### config.mk
export PLATFORM = sky130hd
export DESIGN_NAME = clint_trap
export DESIGN_NICKNAME = d
export VERILOG_FILES = /design/src/rtl/clint_trap.sv
export SDC_FILE = /design/constraint.sdc
export NUM_CORES = 1
export LEC_CHECK = 0
export ABC_AREA = 1
export CORE_AREA = 2 2 227 229
export CTS_BUF_LIST = sky130_fd_sc_hd__clkbuf_8 sky130_fd_sc_hd__clkbuf_16
export CTS_CLUSTER_SIZE = 28
export DETAILED_ROUTE_END_ITERATION = 16
export DIE_AREA = 0 0 229 231
export DONT_BUFFER_PORTS = 1
export HOLD_SLACK_MARGIN = 0.1
export PLACE_DENSITY_LB_ADDON = 0.2
export SYNTH_ARGS = -nofsm -noshare
export SYNTH_HDL_FRONTEND = slang
export SYNTH_SLANG_ARGS = --single-unit
export TNS_END_PERCENT = 1
### constraint.sdc
create_clock -name clk -period 2.3 [get_ports clk]
set_clock_uncertainty 0.2 [all_clocks]
set_input_delay 0.46 -clock clk [delete_from_list [all_inputs] [get_ports clk]]
set_output_delay 0.46 -clock clk [all_outputs]
set_load 0.05 [all_outputs]
### src/rtl/clint_trap.sv
// Trap sequencer: commits timer interrupts, ECALL and MRET through mepc/mcause/mstatus
// CSR writes, then issues a one-cycle PC redirect. Optional macro: CLINT_VECTORED_EN.
module clint_trap (
   input  logic        clk,
   input  logic        rst_n,
   input  logic        inst_valid_i,
   input  logic [63:0] inst_pc_i,
   input  logic [63:0] next_pc_i,
   input  logic        ecall_i,
   input  logic        mret_i,
   input  logic        cpu_csr_wen_i,
   input  logic [63:0] csr_mtvec_i,
   input  logic [63:0] csr_mepc_i,
   input  logic [63:0] csr_mstatus_i,
   input  logic        global_int_en_i,
   input  logic        mtime_int_en_i,
   input  logic        mtime_int_pend_i,
   output logic        mepc_wen_o,
   output logic [63:0] mepc_wdata_o,
   output logic        mcause_wen_o,
   output logic [63:0] mcause_wdata_o,
   output logic        mstatus_wen_o,
   output logic [63:0] mstatus_wdata_o,
   output logic        redirect_valid_o,
   output logic [63:0] redirect_pc_o,
   output logic        stall_o
);

   localparam logic [63:0] INT_CAUSE   = 64'h8000_0000_0000_0007;
   localparam logic [63:0] ECALL_CAUSE = 64'd11;
   localparam logic [63:0] INT_VEC_OFS = 64'd28;

   typedef enum logic [2:0] {
      IDLE,
      W_MEPC,
      W_MCAUSE,
      W_MSTATUS,
      W_MRET,
      JUMP
   } state_t;

   state_t      state, state_nxt;
   logic [63:0] epc, epc_nxt;
   logic [63:0] cause, cause_nxt;
   logic [63:0] target, target_nxt;
   logic        irq_take;
   logic [63:0] trap_base;
   logic [63:0] trap_target;

   // Trap entry: MPIE <- MIE, MIE <- 0, MPP <- M.
   function automatic logic [63:0] trap_mstatus(input logic [63:0] ms);
      logic [63:0] r;
      r        = ms;
      r[7]     = ms[3];
      r[3]     = 1'b0;
      r[12:11] = 2'b11;
      return r;
   endfunction

   // Trap return: MIE <- MPIE, MPIE <- 1, MPP stays M.
   function automatic logic [63:0] mret_mstatus(input logic [63:0] ms);
      logic [63:0] r;
      r        = ms;
      r[3]     = ms[7];
      r[7]     = 1'b1;
      r[12:11] = 2'b11;
      return r;
   endfunction

   assign irq_take  = global_int_en_i & mtime_int_en_i & mtime_int_pend_i;
   assign trap_base = {csr_mtvec_i[63:2], 2'b00};

`ifdef CLINT_VECTORED_EN
   // Vectored mode only offsets interrupts; synchronous exceptions land on the base.
   assign trap_target = ((csr_mtvec_i[1:0] == 2'b01) && cause[63]) ? trap_base + INT_VEC_OFS
                                                                    : trap_base;
`else
   logic mtvec_mode_unused;
   assign mtvec_mode_unused = ^csr_mtvec_i[1:0];
   assign trap_target       = trap_base;
`endif

   always_comb begin
      state_nxt        = state;
      epc_nxt          = epc;
      cause_nxt        = cause;
      target_nxt       = target;
      mepc_wen_o       = 1'b0;
      mepc_wdata_o     = 64'd0;
      mcause_wen_o     = 1'b0;
      mcause_wdata_o   = 64'd0;
      mstatus_wen_o    = 1'b0;
      mstatus_wdata_o  = 64'd0;
      redirect_valid_o = 1'b0;
      redirect_pc_o    = 64'd0;
      stall_o          = 1'b0;

      case (state)
         IDLE: begin
            if (rst_n && inst_valid_i) begin
               if (irq_take) begin
                  epc_nxt   = next_pc_i;
                  cause_nxt = INT_CAUSE;
                  state_nxt = W_MEPC;
                  stall_o   = 1'b1;
               end else if (ecall_i) begin
                  epc_nxt   = inst_pc_i;
                  cause_nxt = ECALL_CAUSE;
                  state_nxt = W_MEPC;
                  stall_o   = 1'b1;
               end else if (mret_i) begin
                  state_nxt = W_MRET;
                  stall_o   = 1'b1;
               end
            end
         end

         // Each write state yields to a pipeline CSR write and retries next cycle.
         W_MEPC: begin
            stall_o = 1'b1;
            if (!cpu_csr_wen_i) begin
               mepc_wen_o   = 1'b1;
               mepc_wdata_o = epc;
               state_nxt    = W_MCAUSE;
            end
         end

         W_MCAUSE: begin
            stall_o = 1'b1;
            if (!cpu_csr_wen_i) begin
               mcause_wen_o   = 1'b1;
               mcause_wdata_o = cause;
               state_nxt      = W_MSTATUS;
            end
         end

         W_MSTATUS: begin
            stall_o = 1'b1;
            if (!cpu_csr_wen_i) begin
               mstatus_wen_o   = 1'b1;
               mstatus_wdata_o = trap_mstatus(csr_mstatus_i);
               target_nxt      = trap_target;
               state_nxt       = JUMP;
            end
         end

         W_MRET: begin
            stall_o = 1'b1;
            if (!cpu_csr_wen_i) begin
               mstatus_wen_o   = 1'b1;
               mstatus_wdata_o = mret_mstatus(csr_mstatus_i);
               target_nxt      = csr_mepc_i;
               state_nxt       = JUMP;
            end
         end

         JUMP: begin
            stall_o          = 1'b1;
            redirect_valid_o = 1'b1;
            redirect_pc_o    = target;
            state_nxt        = IDLE;
         end

         default: state_nxt = IDLE;
      endcase
   end

   always_ff @(posedge clk) begin
      if (!rst_n) begin
         state  <= IDLE;
         epc    <= 64'd0;
         cause  <= 64'd0;
         target <= 64'd0;
      end else begin
         state  <= state_nxt;
         epc    <= epc_nxt;
         cause  <= cause_nxt;
         target <= target_nxt;
      end
   end

endmodule

== Yosys cells after proc, flatten, opt, wreduce, memory -nomap -nowiden ==
Cells that the tools add are included.

* Bits in registers: 195
* Bits of input ports: 329
* Output and inout port bits: 261
* Logic and storage cells: 60

* Eq/ne operators: 12
* Mux-type cells: 33
* Bitwise operators: 2
* Reductions and logical operators: 9

{| class="wikitable"
|+ Operator list
! kind !! number
|-
| 2-to-1 mux 64 bit || 13
|-
| one-hot mux 64 bit (2 select lines) || 2
|-
| 2-to-1 mux 3 bit || 7
|-
| != test 2 bit (second input constant) || 6
|-
| one-hot mux 3 bit (4 select lines) || 1
|-
| 2-to-1 mux 1 bit || 9
|-
| == test 3 x 2 -> 1 bit (second input constant) || 2
|-
| == test 3 bit (second input constant) || 2
|-
| AND reduction 3 bit || 2
|-
| AND reduction 5 bit || 1
|-
| OR reduction 5 bit || 1
|-
| != test 4 bit (second input constant) || 1
|-
| nonzero test 2 bit || 2
|-
| == test 3 x 1 -> 1 bit (second input constant) || 1
|-
| zero test 3 bit || 1
|-
| AND 1 bit || 2
|-
| one-hot mux 1 bit (2 select lines) || 1
|-
| OR reduction 2 bit || 1
|-
| logical AND 1 bit || 1
|}

== Logic depth before layout (Yosys ltp) ==
Gate-level depths: netlist of run 1.

* Depth after elaboration: 5
* Gate-level depth with buffers: 9
* Depth with buffers taken out: 8

== Worst setup path before layout of run 1 ==
No wires, ideal clock.

* Path type: register to output
* Start: register state[0]
* End: output redirect_pc_o[10]
* Arrival: 2322 ps
* Required time: 1640 ps
* Path slack: -682 ps
* Cell stages (with the launch flop): 6
* Buffers on the path: 1
* Cells stage by stage: dfxtp_1 nand2_1 nor2_1 inv_2 clkbuf_1 nor2_1

* Word-level cells in the longest chain between the ends: 2

{| class="wikitable"
|+ Ends and longest elaborated chain
! item !! line !! text
|-
| start, declared || 42 || <nowiki>state_t state, state_nxt;</nowiki>
|-
| start signal, assigned || 175 || <nowiki>state <= state_nxt;</nowiki>
|-
| == test 3 bit || 98 || <nowiki>case (state)</nowiki>
|-
| 2-to-1 mux 64 bit || 98 ||
|-
| end, declared || 25 || <nowiki>output logic [63:0] redirect_pc_o,</nowiki>
|}

No other way between the ends.

== Final worst setup path of run 1 ==
* Start: register state[1]
* End: output mstatus_wdata_o[52]

* Word-level cells in the longest chain between the ends: 2
* Elaborated cells on any way between the ends: 3
* Those cells by class: eq/ne (2); mux (1)

{| class="wikitable"
|+ Ends and longest elaborated chain
! item !! line !! text
|-
| == test 3 bit / == test 3 x 2 -> 1 bit (equally long branches) || 98 ||
|-
| one-hot mux 64 bit (2 select lines) * || 98 ||
|-
| end, declared || 23 || <nowiki>output logic [63:0] mstatus_wdata_o,</nowiki>
|}

Mark *: on every way between the ends. The rest lies on a longest branch, timed or not.

==> metrics.cfg, run 1 <==
[pwr]
p_clk_share_pct = 26.8
power.internal_w = 0.005764
p_leak_nw = 6.565
p_seq_share_pct = 29.5
p_total_w = 0.009666
p_switching_w = 0.003902
pwr-share-comb_pct = 43.7
p_per_area_nw_per_um2 = 625.4
vdd_ir_drop_max_uv = 405.6
swShare_pct = 40.37

[synthesis]
yosys-top-cells-area = dfxtp_1, nand2_1, nor2_1
synth_top_cell_by_area = dfxtp_1
ys_types = 24
synth_top_area_share_pct = 31.43
ys_seq_area_share_pct = 31.43
yosysWarnings = 0
syn_inst = 1502
syn_avg_cell_area_um2 = 5.683
synth_seq_cells = 134
synth_area_um2 = 8536

[route]
ant_nets = 0
detail_route.wl_per_cell_um = 14.66
drt_wl_total_um = 38210
drt-pass1-iter-count = 5
route.detailed.drc = 0
dr_total_vias = 10170
viasPerCell = 3.901
drtIter0Drc = 312

[global_route]
antenna_found_initial = 3
grt_pass1_vias = 9759
grt_pass1_wl_um = 55070
grt.overflow.total = 0
grt.total_usage_pct = 13.51
grt_max_degree = 68

[worst_setup_path]
end_kind = output port
crit_type = reg -> out
r2r_start = state[0]
worst_ep_arrival_time_ps = 1830
start_kind = flip-flop
required_ps = 1640
path_max_fanout = 10
critPathLaunch = state[1]

[clocking]
clockRootBuffer = clkbuf_16
cts_tree = built
path_clk_slew_ps = 60
cts_sinks = 134
cts_buffers = 17
clk_path_buf_depth = 2
htreeDepth = 4
clock_latency_ps = 470

[final_layout]
final_common_cell = nand2_1
nets = 2242
area_growth_syn_to_layout_pct = 81.08
final_area_um2 = 15460
fin_util_pct = 30.50
final_cell_mix = nand2_1, dlygate4sd3_1, inv_1
final_layout_size_suffix_gt1_share_pct = 24.79

[placed_design]
gp_routability_congestion = 0.8511
dp.final_hpwl_um = 25070
place_area_um2 = 10450
io_buffer_count = 0

[sta]
setup_ws_ps = -194.0
timing.final.crit_share_pct = 108.4
fmax_mhz = 401.0
period_needed_ps = 2494
tns_ps = -23570
grt_setup_unrepaired = yes
hold_viol = 0
finalSetupViolations = 208
slew_violations = 0

[hold_path]
worstHoldStart = rst_n
min_path_type = in -> reg

[die]
start_util_pct = 16.84
fp.coreArea_um2 = 50680
die-area_um2 = 52900
num_rows = 83
die_w_um = 229
io_pins = 590
die_h_um = 231

[run]
max_cap_viol_count = 0

[run_status]
violations = negative setup slack
outcome = finished with violations

-- through the flow --
stage / hold slack, ps / instances / setup WS, ps
5_1_grt: 134.1 / 2607 / -321.4
3_5_place_dp: 255.1 / 2306 / 10.50
4_1_cts: 100.2 / 2584 / -287.8
3_3_place_gp: 251.1 / 2306 / 91.42
2_1_floorplan: 239.6 / 1560 / -409.4
6_report: 164.7 / 2607 / -194.0
-- final timing paths --
kind	cells after the start	slack, ps	end
worst max-delay path	8	-190	mstatus_wdata_o[52]
worst min-delay path	3	160	target[62]
worst max register to register	10	-30	target[14]
worst min register to register	2	260	epc[0]
-- cells in the mapped netlist (all sizes together) --
| cell | number |
|---|---|
| nor2 | 328 |
| buf | 120 |
| nand3 | 7 |
| o31ai | 1 |
| inv | 203 |
| a21oi | 70 |
| clkinv | 1 |
| nand4 | 1 |
| dfxtp | 134 |
| nand2 | 471 |
| nor3 | 1 |
| clkbuf | 36 |
| conb | 1 |
| o21ai | 128 |
-- routing by layer --
layer	up-vias	routed length [µm]	GRT usage [%]
li1	5156	-	-
met1	4587	16290	16.11
met2	383	18070	22.43
met3	44	2909	4.595
met4	0	944	4.972
met5	-	0	0
-- layout make-up --
type	count	area, µm²
clock inverter	13	110.1
multi-input combinational	1067	5104
inverter	204	793.3
timing repair buffer	488	5466
fill	5557	35220
sequential	134	2694
tap	680	850.8
antenna	3	7.507
clock buffer	17	425.4
timing repair inverter	1	5.005
-- state kept, by name, indices dropped and copies added (netlist names) --
signal / count
epc: 64
target: 64
cause: 3
state: 3
-- power groups by stage --
stage / Combinational, W / Sequential (W) / Clock, W
floorplan: 0.00229 / 0.00284 / 0
global placement: 0.00288 / 0.00287 / 0
detailed placement: 0.00289 / 0.00288 / 0
CTS: 0.00372 / 0.00283 / 0.00277
global route: 0.00461 / 0.00290 / 0.00282
finish: 0.00422 / 0.00285 / 0.00259
-- logic make-up after synthesis --
| group | synth area share [%] |
|---|---|
| other cells | 0.04393 |
| buf+inv | 20.83 |
| flops | 31.43 |
| simple gates | 36.00 |
| compound gates | 11.70 |
-- repair_timing --
action,in CTS,in global routing
hold buffers,245,0
pin swaps,1,5
cloned,2,12
endpoints found under the setup margin,201,252
gates resized for setup,242,240
buffers inserted,1,8
hold endpoints to repair,133,0
-- critical path, cell delays in order (launching register included) --
cell	delay, ps
dfxtp_4	380
inv_4	50
nor2_4	130
nand2_4	80
nand2_8	110
nand2_8	130
buf_12	220
nor2_4	100
buf_6	160
(Power assumes the default switching activity.)
==> run 2: changes to the inputs <==
Settings changed: GPL_TIMING_DRIVEN set to 0, SKIP_CTS_REPAIR_TIMING set to 1.
==> metrics.cfg, run 2 (synthesis results as in run 1) <==
[clocking]
cts_buffers = 17
htreeDepth = 4
cts_tree = built
clockRootBuffer = clkbuf_16
cts_sinks = 134
path_clk_slew_ps = 60
clk_path_buf_depth = 2
clock_latency_ps = 470

[final_layout]
final_area_um2 = 12920
final-seq-area_um2 = 2689
area_growth_syn_to_layout_pct = 51.38
nFillCells = 5722
final_cell_mix = nand2_1, inv_1, nor2_4
nets = 2027
final_layout_size_suffix_gt1_share_pct = 21.64
final_common_cell = nand2_1
largestRegisters = epc x64, target x64
multi_input_area_um2 = 5629

[sta]
finalSetupViolations = 198
fmax_mhz = 338.6
grt_setup_unrepaired = yes
period_needed_ps = 2954
slew_violations = 0
slew_headroom_pct = 37.61
hold_viol = 0
setup_ws_ps = -653.8
tns_ps = -87340
worstMarginPinSlew_ps = 932.5
timing.final.crit_share_pct = 128.4

[placed_design]
dp_slack_ps = -1519
io_buffer_count = 0
dp.final_hpwl_um = 32220
gp_routability_congestion = 0.8775
place_area_um2 = 9614

[global_route]
grt_pass1_vias = 8447
grt_max_degree = 17
grt_pass1_wl_um = 54790
grt.overflow.total = 0
grt.total_usage_pct = 14.22
top_usage_layer = met2
antenna_found_initial = 4
grt_use_met1_pct = 16.15
use_met3_pct = 5.077
met2_usage_pct = 24.35

[route]
ant_nets = 0
drtIter0Drc = 367
dr_total_vias = 9528
drt-pass1-iter-count = 5
route.detailed.drc = 0
drt_wl_total_um = 40670
viasPerCell = 3.985
detail_route.wl_per_cell_um = 17.01

[pwr]
p_leak_nw = 5.113
vdd_ir_drop_max_uv = 482.5
p_total_w = 0.009555
p_per_area_nw_per_um2 = 739.5

[worst_setup_path]
slowest_delay_ps = 470
worstPathCellList = inv_2 > nand2_2 > nor2_4 > clkinv_8 > buf_12 > buf_8 > nor2_4
cp_slowest_cell = nor2_4
crit_family = simple AND/OR/NAND/NOR gates
crit_type = reg -> out
crit_buf_inv = 4
start_kind = flip-flop
reg2reg_slack_ps = 30
worst_ep_arrival_time_ps = 2290
crit_path_frequent_cell = nor2_4
end_kind = output port
required_ps = 1640
path_max_fanout = 10

[run_status]
outcome = finished with violations
violations = negative setup slack

[die]
io_pins = 590
die-area_um2 = 52900
start_util_pct = 16.84
die_h_um = 231
die_w_um = 229
fp.coreArea_um2 = 50680
num_rows = 83

[hold_path]
min_path_type = in -> reg

[run]
max_cap_viol_count = 0

[run 2: cell count changes in the layout (fill, tap and decap cells not counted), moves of 29 or more]
cell           change
buf_6            -158
dlygate4sd3_1    -121
nor2_4           +110
nor2_2            -94
buf_4             +45
clkbuf_1          +29
[run 2: layout make-up]
type                       count  area share [%]
clock inverter                11           1.346
multi-input combinational   1066           43.57
tap                          680           6.585
antenna                        1         0.01937
sequential                   134           20.81
buffer                       156           8.725
inverter                     204           6.042
timing repair buffer         119           9.296
clock buffer                  20           3.612
[run 2: routing by layer]
layer	vias to the layer above	wire length, µm	part of all wire [%]
li1	4731	-	-
met1	4336	16100	40
met2	405	20170	50
met3	52	3242	8.0
met4	4	1132	2.8
met5	-	30	0.074
[run 2: worst paths after layout]
check,startpoint,cells after the start,to
setup / recovery,state[1],7,redirect_pc_o[62]
hold / removal,csr_mtvec_i[47],4,target[47]
setup reg to reg,state[0],7,target[14]
hold reg to reg,target[0],2,target[0]
[run 2: stage by stage]
stage | std cells | utilization (%) | hold slack (ps)
after global placement | 2240 | 18.97 | 251.8
after floorplan | 1560 | - | 239.6
after global routing | 2391 | 25.50 | 94.84
final | 2391 | 25.50 | 63.53
after detailed placement | 2240 | 18.97 | 254.2
after CTS | 2271 | 20.24 | -121.6
[run 2: power breakdown]
group | internal (W) | total (W) | switching, W
clock network | 0.00189 | 0.00304 | 0.00115
registers | 0.00266 | 0.00284 | 0.000181
logic | 0.00102 | 0.00368 | 0.00266
[run 2: tightest hold or removal path, stage by stage]
cell and delay (ps):
nand2_1 30, nand2_1 60, o21ai_0 60, nor2_1 70
==> run 3: changes to the inputs <==
Settings changed: CTS_CLUSTER_SIZE 28 to 20.
==> results of run 3 <==
Same layout as run 2: the final DEF is identical, and so are final timing and power.
